==> src/rtl/vblank_scheduler_pkg.sv <==
// Shared types and default timing constants for the vblank update scheduler.
package vblank_scheduler_pkg;

    localparam int unsigned V_DISP_DEF    = 480;
    localparam int unsigned V_WIN_END_DEF = 520;
    localparam int unsigned V_LAST_LINE   = 524;
    localparam int unsigned NREQ_DEF      = 4;
    localparam int unsigned CNT_W         = 11;

    typedef enum logic [1:0] {
        ST_IDLE  = 2'd0,
        ST_ARB   = 2'd1,
        ST_GRANT = 2'd2,
        ST_DRAIN = 2'd3
    } sched_state_e;

    // Pointer width for n requesters; never narrower than one bit.
    function automatic int unsigned ptr_width(input int unsigned n);
        return (n > 1) ? $clog2(n) : 1;
    endfunction

endpackage

==> src/rtl/vblank_scheduler_rr_pick.sv <==
// Combinational round-robin finder: first pending index at or after the pointer.
module vblank_scheduler_rr_pick #(
    parameter int unsigned N  = 4,
    parameter int unsigned PW = 2
) (
    input  logic [N-1:0]  pending_i,
    input  logic [PW-1:0] ptr_i,
    output logic [N-1:0]  onehot_o,
    output logic          valid_o
);

    logic [PW-1:0] idx;

    // Scan N positions starting at the pointer, wrapping modulo N.
    always_comb begin
        onehot_o = '0;
        valid_o  = 1'b0;
        idx      = '0;
        for (int unsigned i = 0; i < N; i++) begin
            idx = PW'((32'(ptr_i) + i) % N);
            if (!valid_o && pending_i[idx]) begin
                onehot_o[idx] = 1'b1;
                valid_o       = 1'b1;
            end
        end
    end

endmodule

==> src/rtl/vblank_scheduler.sv <==
// Vertical-blank update scheduler: hands one-at-a-time, round-robin grants to
// game-logic requesters while the vblank window is open.
// Optional build macro VBLANK_SCHED_WDT_EN adds a grant-hold watchdog.
module vblank_scheduler
    import vblank_scheduler_pkg::*;
#(
    parameter int unsigned vDisp    = V_DISP_DEF,
    parameter int unsigned vWinEnd  = V_WIN_END_DEF,
    parameter int unsigned NREQ     = NREQ_DEF,
    parameter int unsigned HOLD_MAX = 4096
) (
    input  logic             pixClk,
    input  logic             rst,
    input  logic [CNT_W-1:0] horiz_counter,
    input  logic [CNT_W-1:0] vert_counter,
    input  logic [NREQ-1:0]  req,
    input  logic [NREQ-1:0]  done,
    output logic [NREQ-1:0]  gnt,
    output logic             frame_tick,
    output logic             window_open,
    output logic             overrun,
    output logic [NREQ-1:0]  err_mask
);

    localparam int unsigned PTR_W = ptr_width(NREQ);

    // Reject parameter sets the window logic cannot honour.
    if (!((vDisp < vWinEnd) && (vWinEnd <= V_LAST_LINE)) || (HOLD_MAX == 0)) begin : g_bad_params
        $error("vblank_scheduler: invalid window or hold parameters");
    end

    sched_state_e     state_q, state_d;
    logic [NREQ-1:0]  gnt_q, gnt_d;
    logic [NREQ-1:0]  served_q, served_d;
    logic [NREQ-1:0]  err_q, err_d;
    logic [PTR_W-1:0] ptr_q, ptr_d;
    logic             overrun_q, overrun_d;
    logic             frame_tick_q;
    logic             win_q;

    logic             win_open_c;
    logic             win_close_c;
    logic             done_hit_c;
    logic             wdt_expire_c;
    logic [NREQ-1:0]  pending_c;
    logic [NREQ-1:0]  pick_onehot_c;
    logic             pick_valid_c;
    logic [PTR_W-1:0] ptr_adv_c;

    assign win_open_c  = (vert_counter == CNT_W'(vDisp)) && (horiz_counter == '0);
    assign win_close_c = (vert_counter == CNT_W'(vWinEnd + 1)) && (horiz_counter == '0);
    assign done_hit_c  = |(done & gnt_q);
    assign pending_c   = req & ~served_q;

    vblank_scheduler_rr_pick #(
        .N  (NREQ),
        .PW (PTR_W)
    ) u_rr_pick (
        .pending_i (pending_c),
        .ptr_i     (ptr_q),
        .onehot_o  (pick_onehot_c),
        .valid_o   (pick_valid_c)
    );

    // Pointer value one past the currently granted requester.
    always_comb begin
        ptr_adv_c = '0;
        for (int unsigned i = 0; i < NREQ; i++) begin
            if (gnt_q[i]) begin
                ptr_adv_c = PTR_W'((i + 1) % NREQ);
            end
        end
    end

`ifdef VBLANK_SCHED_WDT_EN
    localparam int unsigned HOLD_W = $clog2(HOLD_MAX + 1);

    logic [HOLD_W-1:0] hold_q, hold_d;

    // Hold counter: zero outside a grant, counts grant cycles otherwise.
    always_comb begin
        hold_d = '0;
        if ((state_q == ST_GRANT) || (state_q == ST_DRAIN)) begin
            hold_d = hold_q + HOLD_W'(1);
        end
    end

    // Hold counter register.
    always_ff @(posedge pixClk or posedge rst) begin
        if (rst) begin
            hold_q <= '0;
        end else begin
            hold_q <= hold_d;
        end
    end

    assign wdt_expire_c = ((state_q == ST_GRANT) || (state_q == ST_DRAIN)) &&
                          (hold_q == HOLD_W'(HOLD_MAX - 1));
`else
    assign wdt_expire_c = 1'b0;
`endif

    // Next-state and grant bookkeeping.
    always_comb begin
        state_d   = state_q;
        gnt_d     = gnt_q;
        served_d  = served_q;
        err_d     = err_q;
        ptr_d     = ptr_q;
        overrun_d = 1'b0;
        case (state_q)
            ST_IDLE: begin
                if (win_open_c) begin
                    state_d  = ST_ARB;
                    served_d = '0;
                    err_d    = '0;
                end
            end
            ST_ARB: begin
                if (win_close_c) begin
                    state_d = ST_IDLE;
                end else if (pick_valid_c) begin
                    gnt_d   = pick_onehot_c;
                    state_d = ST_GRANT;
                end
            end
            ST_GRANT: begin
                if (done_hit_c) begin
                    gnt_d    = '0;
                    served_d = served_q | gnt_q;
                    ptr_d    = ptr_adv_c;
                    state_d  = win_close_c ? ST_IDLE : ST_ARB;
                end else if (wdt_expire_c) begin
                    gnt_d     = '0;
                    served_d  = served_q | gnt_q;
                    err_d     = err_q | gnt_q;
                    ptr_d     = ptr_adv_c;
                    overrun_d = 1'b1;
                    state_d   = win_close_c ? ST_IDLE : ST_ARB;
                end else if (win_close_c) begin
                    state_d = ST_DRAIN;
                end
            end
            ST_DRAIN: begin
                if (done_hit_c) begin
                    gnt_d = '0;
                    ptr_d = ptr_adv_c;
                    if (win_open_c) begin
                        served_d = '0;
                        err_d    = '0;
                        state_d  = ST_ARB;
                    end else begin
                        served_d = served_q | gnt_q;
                        state_d  = ST_IDLE;
                    end
                end else if (win_open_c) begin
                    // New frame arrived with the old grant still held: revoke it.
                    gnt_d     = '0;
                    served_d  = '0;
                    err_d     = gnt_q;
                    ptr_d     = ptr_adv_c;
                    overrun_d = 1'b1;
                    state_d   = ST_ARB;
                end else if (wdt_expire_c) begin
                    gnt_d     = '0;
                    served_d  = served_q | gnt_q;
                    err_d     = err_q | gnt_q;
                    ptr_d     = ptr_adv_c;
                    overrun_d = 1'b1;
                    state_d   = ST_IDLE;
                end
            end
            default: begin
                state_d = ST_IDLE;
                gnt_d   = '0;
            end
        endcase
    end

    // FSM and grant state registers.
    always_ff @(posedge pixClk or posedge rst) begin
        if (rst) begin
            state_q   <= ST_IDLE;
            gnt_q     <= '0;
            served_q  <= '0;
            err_q     <= '0;
            ptr_q     <= '0;
            overrun_q <= 1'b0;
        end else begin
            state_q   <= state_d;
            gnt_q     <= gnt_d;
            served_q  <= served_d;
            err_q     <= err_d;
            ptr_q     <= ptr_d;
            overrun_q <= overrun_d;
        end
    end

    // Registered window status and frame tick.
    always_ff @(posedge pixClk or posedge rst) begin
        if (rst) begin
            frame_tick_q <= 1'b0;
            win_q        <= 1'b0;
        end else begin
            frame_tick_q <= win_open_c;
            if (win_open_c) begin
                win_q <= 1'b1;
            end else if (win_close_c) begin
                win_q <= 1'b0;
            end
        end
    end

    assign gnt         = gnt_q;
    assign frame_tick  = frame_tick_q;
    assign window_open = win_q;
    assign overrun     = overrun_q;
    assign err_mask    = err_q;

endmodule

==> config.mk <==
export PLATFORM = sky130hd
export DESIGN_NAME = vblank_scheduler
export DESIGN_NICKNAME = d
export VERILOG_FILES = /design/src/rtl/vblank_scheduler_pkg.sv /design/src/rtl/vblank_scheduler_rr_pick.sv /design/src/rtl/vblank_scheduler.sv
export SDC_FILE = /design/constraint.sdc
export NUM_CORES = 1
export LEC_CHECK = 0
export ABC_AREA = 1
export CORE_ASPECT_RATIO = 0.9
export CORE_MARGIN = 2
export CORE_UTILIZATION = 54
export CTS_BUF_LIST = sky130_fd_sc_hd__clkbuf_2
export DETAILED_ROUTE_END_ITERATION = 10
export PLACE_DENSITY = 0.91
export SLEW_MARGIN = 20
export SYNTH_ARGS = -nofsm -noshare
export SYNTH_HDL_FRONTEND = slang
export SYNTH_SLANG_ARGS = --single-unit
==> constraint.sdc <==
create_clock -name pixClk -period 4.6 [get_ports pixClk]
set_clock_uncertainty 0.15 [all_clocks]
set_input_delay 0.46 -clock pixClk [delete_from_list [all_inputs] [get_ports pixClk]]
set_output_delay 0.46 -clock pixClk [all_outputs]
set_load 0.03 [all_outputs]
=== Yosys cells after proc, flatten, opt, wreduce, memory -nomap -nowiden ===
Index checks and enable logic that the tools add are counted.

* Output and inout port bits: 11
* Word-level logic and storage cells: 123
* Register bits: 19

* Multiplexer cells: 61
* Add/subtract/negate cells: 3
* Bitwise gates (word level): 7
* Reductions and logical operators: 25
* Eq/ne operators: 11
* $lt $le $gt $ge: 8

{| class="wikitable"
|+ Operators by type and width
! operator !! number
|-
| 4-bit 2-to-1 mux || 16
|-
| 2-bit 2-to-1 mux || 12
|-
| 4-bit case mux with 3 select lines || 2
|-
| 1-bit 2-to-1 mux || 20
|-
| 4-bit OR || 4
|-
| 2-bit by 3-bit less-than comparator with 1-bit output (second input constant) || 4
|-
| 11-bit by 10-bit == test with 1-bit output (second input constant) || 1
|-
| 11-bit by 9-bit == test with 1-bit output (second input constant) || 1
|-
| 11-bit zero test || 1
|-
| 1-bit logical AND || 9
|-
| 3-bit != test (second input constant) || 3
|-
| 4-bit AND || 2
|-
| 1-bit binary-select mux with 2-bit select || 4
|-
| 1-bit demux with 2-bit select || 4
|-
| 2-bit by 1-bit greater-or-equal comparator with 1-bit output (second input constant) || 4
|-
| 2-bit case mux with 4 select lines || 1
|-
| 4-bit case mux with 2 select lines || 1
|-
| 2-bit != test (second input constant) || 3
|-
| 2-bit AND reduction || 3
|-
| 2-bit nonzero test || 3
|-
| 3-bit nonzero test || 2
|-
| 5-bit AND reduction || 1
|-
| 2-bit adder (second input constant) || 2
|-
| 2-bit == test (second input constant) || 2
|-
| 8 further kinds || 10
|}

=== Logic depth before layout (Yosys ltp) ===
* Word-level depth: 17
* Gate-level depth with buffers: 12
* Mapped depth without buffers: 12

=== By module ===
Synthesis repeated with hierarchy kept, for this count alone.

* Cell total of the unflattened synthesis: 255
* Area, all modules: 1,736.7 um2

{| class="wikitable"
|+ Modules (own cells, without submodules)
! module !! cells an instance !! area each (um2) !! seq. area each (um2) !! times used
|-
| vblank_scheduler || 179 || 1,317.5 || 475.5 || 1
|-
| vblank_scheduler_rr_pick || 76 || 419.2 || 0.0 || 1
|}

=== Worst setup path before layout ===
No wires, ideal clock.

* Path type: register -> register
* Start: register ptr_q[1]
* End: register gnt_q[1] (netlist: gnt[1])
* Library setup time: 0.117 ns
* Path buffers: 0
* Data arrival time: 1.721 ns
* Slack: 2.612 ns
* Cell stages (with the launch flop): 12
* Data required time: 4.333 ns
* Cells stage by stage: dfrtp_1 inv_1 ha_1 inv_1 nand3_1 nand2_1 nand3_4 o21ai_2 nor2_2 inv_2 nand2_1 nand2_1

* Word-level cells in the longest chain between the ends: 15

{| class="wikitable"
|+ RTL lines
! element !! line !! RTL
|-
| from (decl) || vblank_scheduler.sv:36 || <nowiki>logic [PTR_W-1:0] ptr_q, ptr_d;</nowiki>
|-
| from (signal assigned) || vblank_scheduler.sv:194 || <nowiki>ptr_q <= ptr_d;</nowiki>
|-
| branches (longest 15 deep; another with 2-bit by 3-bit less-than comparator with 1-bit output) || n/a ||
|-
| to (signal assigned) || vblank_scheduler.sv:191 || <nowiki>gnt_q <= gnt_d;</nowiki>
|-
| to (decl) || vblank_scheduler.sv:33 || <nowiki>logic [NREQ-1:0] gnt_q, gnt_d;</nowiki>
|}

Several ways; the timed one is not identified. The select of a mux whose other input is x is not followed.
A chain may end at the register's enable or synchronous reset.

=== Worst setup path after layout ===
* Start: register ptr_q[1]
* End: register gnt_q[2] (netlist: gnt[2])

The elaborated chain is that of the path after synthesis.

==> run summary <==
Syn. warnings = 0
Dpl hpwl = 3067 um
Worst-path clk slew = 0.18 ns
Post-synth EDFFs = 0
CTS tree = built
Switch Pwr = 0.07639 mW
Mux cell area share after synthesis = 0
Fin crit period = 2.350 ns
Top cell family by delay on the critical path = flip-flops
Die Span Y = 56.41 um
Detail Route Antenna Nets = 0
Commonest non-fill, non-tap cell in the layout = nand2_1
Critical path arrival = 2.44 ns
Routed length on met3 = 149 um
DR WL/cell = 11.86 um
Final Util = 0.7187
Compound-Gate Fraction of Synth Area = 0.08049
Cts repair resizes = 0
Critical path's slowest cell = dfrtp_1
Die area = 3510 um2
Wire length of the first global-routing pass = 6837 um
Crit Path Class = flop to flop
Pin count of the biggest net entering global routing = 20
Min-delay worst type = input port to async pin
Startpoint types = flop
CP max stage delay = 0.59 ns
Clock Path Buffers = 2
Synthesis-to-finish area growth = 29.61%
Drt first pass iters = 4
DRT Wirelength = 3960 um
Worst endpoint required time = 4.69 ns
Seq/Total Area, Yosys = 0.2885
Top sig layer = met4
Post-Synth Simple-Gate Area = 0.4518
Setup-failing EPs final = 0
Ant. Diodes = 0
Synth Cell Area = 1648 um2
Syn Nets = 292
Worst R2R Path Depth = 10
Comb power frac = 0.178
Initial Utilization = 0.5545
Final Hold Fails = 0
Hold-fix buffers, CTS = 0
WL met1 = 1892 um
Pwr dens = 139.3 nW/um2
Total of max-cap violations = 0
Max-slew violations = 0
Hold WS = 0.3661 ns
Synthesized flop and latch total = 19
Total track usage = 0.2382
Grt ovf = 0
Status = completed
Leak pwr = 1.060 nW
Largest family of logic cells by synthesized area = simple AND/OR/NAND/NOR gates
Clk sinks = 19
I/O pin count = 43
Critical Path Start = ptr_q[1]
Relative slew slack = 0.5157
Crit path buf inv count = 2
Vias per inst = 5.015
DR DRC count = 0
Crit path max fanout = 9
Post-CTS Setup Bufs = 0
Reg2reg start = ptr_q[1]
Final Cycle Share = 0.5108
Die X = 62.23 um
Post-Syn Instances = 247
Core area = 2972 um2
Htree depth = 1
Most used DFF post-synth = dfrtp_1
Net Sw Frac = 0.2567
Initial DRC count = 90
Initial antenna violation count = 0
RSZ-0062 raised after global routing = false
Root Buffer Master = clkbuf_2
Internal power = 0.2211 mW
Routed wire length on met2 = 1872 um
Max Freq = 425.6 MHz
Peak supply drop = 0.0001112 V
Clk pwr share = 0.260
Vias in the first global route = 1640
Setup TNS = 0 ns
DR vias = 1675
Actual slew at the worst max-slew pin = 0.7257 ns
Internal reg-to-reg setup slack = 2.25 ns
CP cell instances = inv_1 -> ha_1 -> inv_1 -> nand3_1 -> o21ai_1 -> nand2_1 -> o21ai_2 -> nor2_2 -> nand3_1 -> nand2_1
Placer Congestion = 0.8373
Row cnt = 19
Crit end category = flop
Synth Area in XOR/XNOR = 0
I/O Buffers = 42
Async set or reset register ratio after synthesis = 1.000
Nets = 338
Fill count = 244
Avg Synthesized Cell Area = 6.671 um2
Flop pwr share = 0.562
Worst-skew pair later-pin latency = 0.32 ns
Layout cells sized above 1 = 0.07877
Most frequent cells in the layout = nand2_1, clkdlybuf4s50_1, nand3_1
Total CTS buffers = 3
RR Endpoint = gnt[2]
Adder-cell share of the synthesized area = 0.09871
Synth cell types = 24
==> worst max-delay path by stage <==
stage	to	slack, ns	depth (start not counted)
floorplan	gnt[1]	2.61	11
global placement	gnt[1]	2.27	12
detailed placement	gnt[2]	2.20	12
CTS	gnt[2]	2.23	10
global route	state_q[1]	2.07	11
finish	gnt[2]	2.25	10
==> worst reg2reg max path: stages (launching register included) <==
cell	delay, ns
dfrtp_1	0.59
inv_1	0.25
ha_1	0.37
inv_1	0.12
nand3_1	0.08
o21ai_1	0.12
nand2_1	0.13
o21ai_2	0.20
nor2_2	0.09
nand3_1	0.10
nand2_1	0.06
==> through the flow <==
step,worst slack [ns],power [mW],instances,area (um2)
after floorplan,2.612,0.1913,247,1648
after global placement,2.274,0.2224,330,2116
after detailed placement,2.196,0.2235,330,2116
after CTS,2.232,0.2980,334,2136
after global routing,2.068,0.3101,334,2136
final,2.250,0.2975,334,2136
==> cell type report <==
cell class | instances | area [um2] | area share
clock buffer | 4 | 20.02 | 0.009373
inverter | 34 | 127.6 | 0.05975
multi-input combinational | 193 | 1040 | 0.4868
sequential | 19 | 475.5 | 0.2226
tap | 42 | 52.55 | 0.02460
timing repair buffer | 42 | 420.4 | 0.1968
==> power by group through the flow <==
stage | clock [mW] | combinational [mW] | sequential, mW
floorplan | 0 | 0.0211 | 0.170
global placement | 0 | 0.0522 | 0.170
detailed placement | 0 | 0.0533 | 0.170
CTS | 0.0774 | 0.0535 | 0.167
global route | 0.0841 | 0.0587 | 0.167
finish | 0.0773 | 0.0529 | 0.167
==> registers in the layout (all words and copies together) (netlist names) <==
name	cells
frame_tick	1
overrun	1
gnt	4
ptr_q	2
window_open	1
served_q	4
state_q	2
err_mask	4
==> cells in the mapped netlist, types with 2 or more instances <==
master	count	area, um2
nand2_1	72	270.3
nand3_1	39	195.2
inv_1	30	112.6
nor2_1	29	108.9
dfrtp_1	19	475.5
ha_1	13	162.7
o21ai_0	11	55.05
nand3_2	5	50.05
a22oi_1	4	30.03
inv_2	4	15.01
nand3_4	3	52.55
a21oi_1	2	10.01
nand3b_1	2	15.01
nor2_2	2	12.51
nor3_1	2	10.01
o21ai_2	2	17.52
==> routing by layer <==
metal  up-vias  GRT usage
li1        882          -
met3         5    0.02605
met1       741     0.3103
met2        47     0.4146
met5         -          0
met4         0    0.08254
==> cells by family after synthesis <==
group / after synthesis
compound gates: 22
flops: 19
fa+ha+maj: 13
buf+inv: 35
simple gates: 158
No activity file was read; power rests on OpenSTA's default activity.
